## config.mk

```make
export PLATFORM = sky130hd
export DESIGN_NAME = seg7_scan
export DESIGN_NICKNAME = d
export VERILOG_FILES = /design/src/rtl/seg7_scan.sv
export SDC_FILE = /design/constraint.sdc
export NUM_CORES = 1
export LEC_CHECK = 0
export ABC_AREA = 1
export CORE_AREA = 2 2 98 100
export CTS_CLUSTER_DIAMETER = 120
export DETAILED_ROUTE_END_ITERATION = 10
export DIE_AREA = 0 0 100 102
export GPL_TIMING_DRIVEN = 1
export REMOVE_ABC_BUFFERS = 1
export SLEW_MARGIN = 20
export SYNTH_ARGS = -nofsm -noshare
export SYNTH_HDL_FRONTEND = slang
export SYNTH_SLANG_ARGS = --single-unit
```

## constraint.sdc

```tcl
create_clock -name clk -period 3.1 [get_ports clk]
set_input_delay 0.62 -clock clk [delete_from_list [all_inputs] [get_ports clk]]
set_output_delay 0.62 -clock clk [all_outputs]
set_load 0.02 [all_outputs]
```

## src/rtl/seg7_scan.sv

```systemverilog
// 8-digit multiplexed hex display driver with a per-frame snapshot of the displayed word.
// Optional leading-zero blanking is enabled by defining SEG7_BLANK_LZ_EN.
module seg7_scan #(
  parameter int SCAN_DIV = 100000,
  parameter int CNT_W    = 17
) (
  input  logic        clk,
  input  logic        rst,
  input  logic [31:0] value,
  output logic [7:0]  an,
  output logic [6:0]  seg
);

  logic [CNT_W-1:0] cnt;
  logic [2:0]       idx;
  logic [31:0]      snap;
  logic [31:0]      frame;
  logic [3:0]       nib;
  logic             tick;
  logic             blank;

  assign tick  = (cnt == CNT_W'(SCAN_DIV - 1));
  // Digit 0 reads the live word because that is the slot where the snapshot is taken.
  assign frame = (idx == 3'd0) ? value : snap;
  assign nib   = frame[{idx, 2'b00} +: 4];

`ifdef SEG7_BLANK_LZ_EN
  logic [2:0] msd;

  always_comb begin
    msd = 3'd0;
    for (int i = 1; i < 8; i++) begin
      if (frame[4*i +: 4] != 4'h0) msd = 3'(i);
    end
  end

  assign blank = (idx > msd);
`else
  assign blank = 1'b0;
`endif

  function automatic logic [6:0] hex(input logic [3:0] h);
    case (h)
      4'h0: hex = 7'b1000000;
      4'h1: hex = 7'b1111001;
      4'h2: hex = 7'b0100100;
      4'h3: hex = 7'b0110000;
      4'h4: hex = 7'b0011001;
      4'h5: hex = 7'b0010010;
      4'h6: hex = 7'b0000010;
      4'h7: hex = 7'b1111000;
      4'h8: hex = 7'b0000000;
      4'h9: hex = 7'b0010000;
      4'hA: hex = 7'b0001000;
      4'hB: hex = 7'b0000011;
      4'hC: hex = 7'b1000110;
      4'hD: hex = 7'b0100001;
      4'hE: hex = 7'b0000110;
      default: hex = 7'b0001110;
    endcase
  endfunction

  always_ff @(posedge clk) begin
    if (rst) begin
      cnt  <= '0;
      idx  <= 3'd0;
      snap <= 32'h0;
      an   <= 8'hFF;
      seg  <= 7'h7F;
    end else begin
      cnt <= tick ? '0 : cnt + CNT_W'(1);
      if (tick) begin
        if (idx == 3'd0) snap <= value;
        idx <= idx + 3'd1;
        if (blank) begin
          an  <= 8'hFF;
          seg <= 7'h7F;
        end else begin
          an  <= ~(8'b1 << idx);
          seg <= hex(nib);
        end
      end
    end
  end

endmodule
```

==> metrics list <==
- Outcome: finished clean
* Max Fanout on Critical Path: 32
- Number of buffers added by the clock tree synthesis step: 9
* 1st-iter DRT viols: 193
* Number of nets in the finished design: 565
- Clock tree from TritonCTS: done
- The initialized floorplan defines 35 standard-cell rows.
- Switching power: between 0.4 and 0.5 mW
- The cell sitting at the root of the clock tree is a sky130_fd_sc_hd__clkbuf_8.
- For this configuration, the core starts out at a cell density of 0.396.
* Wire length of the first global-routing pass: 14.7 mm
* Power per standard cell area: 383 nW/um2
- Clock-pin slew was measured on the worst setup and hold paths at 80 ps.
- In the global route stage, overall resource usage came out at 0.179.
- Syn avg cell area: 7.64 um2
* Required arrival time at the worst endpoint: 3340 ps
- Total die area: ~10,000 um2
* Count leader, synth: sky130_fd_sc_hd__nand2_1
- Top-Level Pins: 49
* Worst path arrival time: 2820 ps
* Multi-input combinational cell area: 1990 um2
- Final Cycle Share: 0.833
- RSZ-0062 raised after global routing: no
- Compared with the post-synthesis result, the final layout area differs by 19.6%.
- Once layout is complete, the utilization of the core stands at 0.473.
- The synthesized design contains 67 register bits.
* Leak pwr: 2.06 nW
* Remaining DRCs: 0
- Across the VDD grid, the largest voltage drop is 0.193 mV.
- In this run the deepest clock path goes through 2 buffers.
- STA classifies the critical path endpoint as a flip-flop.
- For this block, wires on met1 add up to ~4.0 mm.
* Clock insertion delay at the later pin of the skew report: 340 ps
- TNS Setup: 0 ps
- At the placement stage, the worst setup path has a slack of 580 ps.
* Max-Cap Viols: 0
* Hold-fix buffers, CTS: 0
- From bottom edge to top edge, the die measures 102 um.
* Core outline area: just over 9000 um2
* Worst Clk Skew: 9.77 ps
- Final min period: 2580 ps
- The pre-antenna-repair detailed-routing pass consisted of 4 iterations.
- The routed design has 8.63 mm of wire.
- Instance count after placement with tap cells included: between 600 and 700
* Detail Route met2 WL: 4.10 mm
* Minimum setup slack in the final design: around 520 ps
* Filler cell count: between 900 and 1,000
* Routed wire length on met3: 394 um
- Post-synthesis sequential area ratio: 0.372
- Of the total power, registers draw 0.524.
- After synthesis, the netlist uses 37 different library cells.
* Combinational share of power: 0.078
* Mapped Area: 3610 um2
* Drt wl/cell: 13.6 um
* YS warnings: 0
- Clock tree synthesis found a total of 67 sinks.
* Number of cells produced by synthesis: 472
- Setup fix buffers added after clock tree synthesis: 0
* Relative slew slack: 0.657
* Die span in x: ~100 um
- Post-cts sizing count: 0
- Hold WS: 455 ps
- After synthesis, the cell types taking the most area are sky130_fd_sc_hd__dfxtp_1 37%, sky130_fd_sc_hd__nand3_1 11%, sky130_fd_sc_hd__nand2_1 9.8%.
- Post-detailed-route count of antenna-violating nets: 0
- Final weighted congestion of routability-driven global placement: ~0.96
- GRT Residual Overflow: 0
- Worst slew pin tran: 513 ps
* Largest net degree at the start of global routing: 37
* Min-delay worst type: reg2reg
- List of most frequent post-synthesis cells: 94 x sky130_fd_sc_hd__nand2_1, 79 x sky130_fd_sc_hd__nand3_1, 67 x sky130_fd_sc_hd__dfxtp_1
- The final route contains 3,287 vias.
- Vias per cell: a little over 5
- During placement, the flow inserted port buffers numbering 48.
* Type of element launching the critical path: flip-flop
- Part of the total power dissipated in the clock network: 0.398
- Number of flops mapped to enable cells by yosys: 0
- Number of antenna violations at the first check in global routing: 0
- Register area: 1340 um2
* H-tree depth: 3
- The number of hold-slack violations in the final timing report came to 0.
- Vias in the first global route: 3,199
- Switching share of power: 0.252
- The internal power of the cells totals roughly 1.2 mW.
- The wire-length estimate of the detail-placed layout is 5.92 mm.
* Largest area contributor in the synthesized netlist: sky130_fd_sc_hd__dfxtp_1
- Peak clock frequency supported by timing: between 0.3 and 0.4 GHz
* Critical path class: reg2reg
- The max-slew violation count came to 0.
* Fraction of registers with async set or reset after synthesis: 0
- For this run, the leading register cell type out of synthesis is sky130_fd_sc_hd__dfxtp_1.
* Post-route non-filler standard cell count: 634
- Final setup viols: 0
* Synth top area share: 0.372
* Antenna fix cells: 0
- The highest metal layer carrying signal wires in the routed design is met4.
* Proportion of layout cells with a drive suffix above 1: 0.128
cell families after synthesis:
family,Yosys count,synth area share
AOI/OAI and AO/OA,92,0.170
buffers and inverters,50,0.0770
and+or+nand+nor,244,0.321
DFF,67,0.372
xor gates and xnor gates,6,0.0146
adders and majority gates,13,0.0451
through the flow:
step | power [mW] | instance area (um2)
after global placement | 1.01 | 4130
after global routing | 1.72 | 4310
after detailed placement | 1.01 | 4130
after CTS | 1.67 | 4310
after floorplan | 0.950 | 3430
final | 1.65 | 4310
critical path, stage by stage (launching register included):
cell                       delay [ps]
sky130_fd_sc_hd__dfxtp_1          340
sky130_fd_sc_hd__clkinv_1          90
sky130_fd_sc_hd__ha_1             240
sky130_fd_sc_hd__buf_4            190
sky130_fd_sc_hd__nand2_4          330
sky130_fd_sc_hd__nand2_1          130
sky130_fd_sc_hd__nand3_1          110
sky130_fd_sc_hd__nand3_1          120
sky130_fd_sc_hd__nand3_1          110
sky130_fd_sc_hd__nand2_1          130
sky130_fd_sc_hd__ha_1             310
sky130_fd_sc_hd__nand3_1          100
sky130_fd_sc_hd__nand3_1          110
sky130_fd_sc_hd__nand3_1           80
sky130_fd_sc_hd__nand2_1           60
sky130_fd_sc_hd__inv_1             40
flip-flops by register name (all words and copies together) (netlist names):
signal,flops
idx,3
an,8
seg,7
cnt,17
snap,32
cell usage in the layout, fill, tap and decap left out, types with 4 or more instances in the layout:
cell type	Yosys	final
sky130_fd_sc_hd__nor3_1	7	7
sky130_fd_sc_hd__xor2_1	5	5
sky130_fd_sc_hd__a31oi_1	5	5
sky130_fd_sc_hd__a21oi_1	31	31
sky130_fd_sc_hd__buf_4	5	8
sky130_fd_sc_hd__inv_1	22	22
sky130_fd_sc_hd__nand3_1	79	79
sky130_fd_sc_hd__a21oi_2	16	16
sky130_fd_sc_hd__clkbuf_8	0	10
sky130_fd_sc_hd__nand2_1	94	94
sky130_fd_sc_hd__nor2_1	33	33
sky130_fd_sc_hd__dfxtp_1	67	67
sky130_fd_sc_hd__a21o_1	32	32
sky130_fd_sc_hd__clkdlybuf4s50_1	0	48
sky130_fd_sc_hd__nand4_1	5	5
sky130_fd_sc_hd__o21ai_0	4	4
sky130_fd_sc_hd__ha_1	13	13
sky130_fd_sc_hd__nand2_2	12	12
final timing paths:
check	to	start	cells past startpoint	slack, ps
hold / removal	snap[13]$_SDFFE_PP0N_	snap[13]$_SDFFE_PP0N_	1	460
setup / recovery	seg[3]$_SDFFE_PP1N_	idx[0]$_SDFFE_PP0N_	15	520
setup reg to reg	seg[3]$_SDFFE_PP1N_	idx[0]$_SDFFE_PP0N_	15	520
hold reg to reg	snap[13]$_SDFFE_PP0N_	snap[13]$_SDFFE_PP0N_	1	460
layer usage:
layer	GRT usage	up-vias
li1	-	1682
met5	0	-
met4	0.0464	0
met2	0.306	69
met1	0.228	1528
met3	0.0451	8
layout make-up:
class,count,share of cell area
Inverter,28,0.0244
Multi-Input combinational cell,355,0.461
Sequential cell,67,0.311
Clock inverter,6,0.00958
Tap cell,111,0.0322
Timing Repair Buffer,57,0.130
Clock buffer,10,0.0319
power groups by stage:
stage	sequential, mW	combinational (mW)	clock (mW)
after global routing	0.866	0.144	0.715
after floorplan	0.885	0.0650	0
final	0.865	0.128	0.657
after CTS	0.865	0.128	0.677
after detailed placement	0.885	0.128	0
after global placement	0.885	0.127	0
No activity file was read; power rests on OpenSTA's default activity.
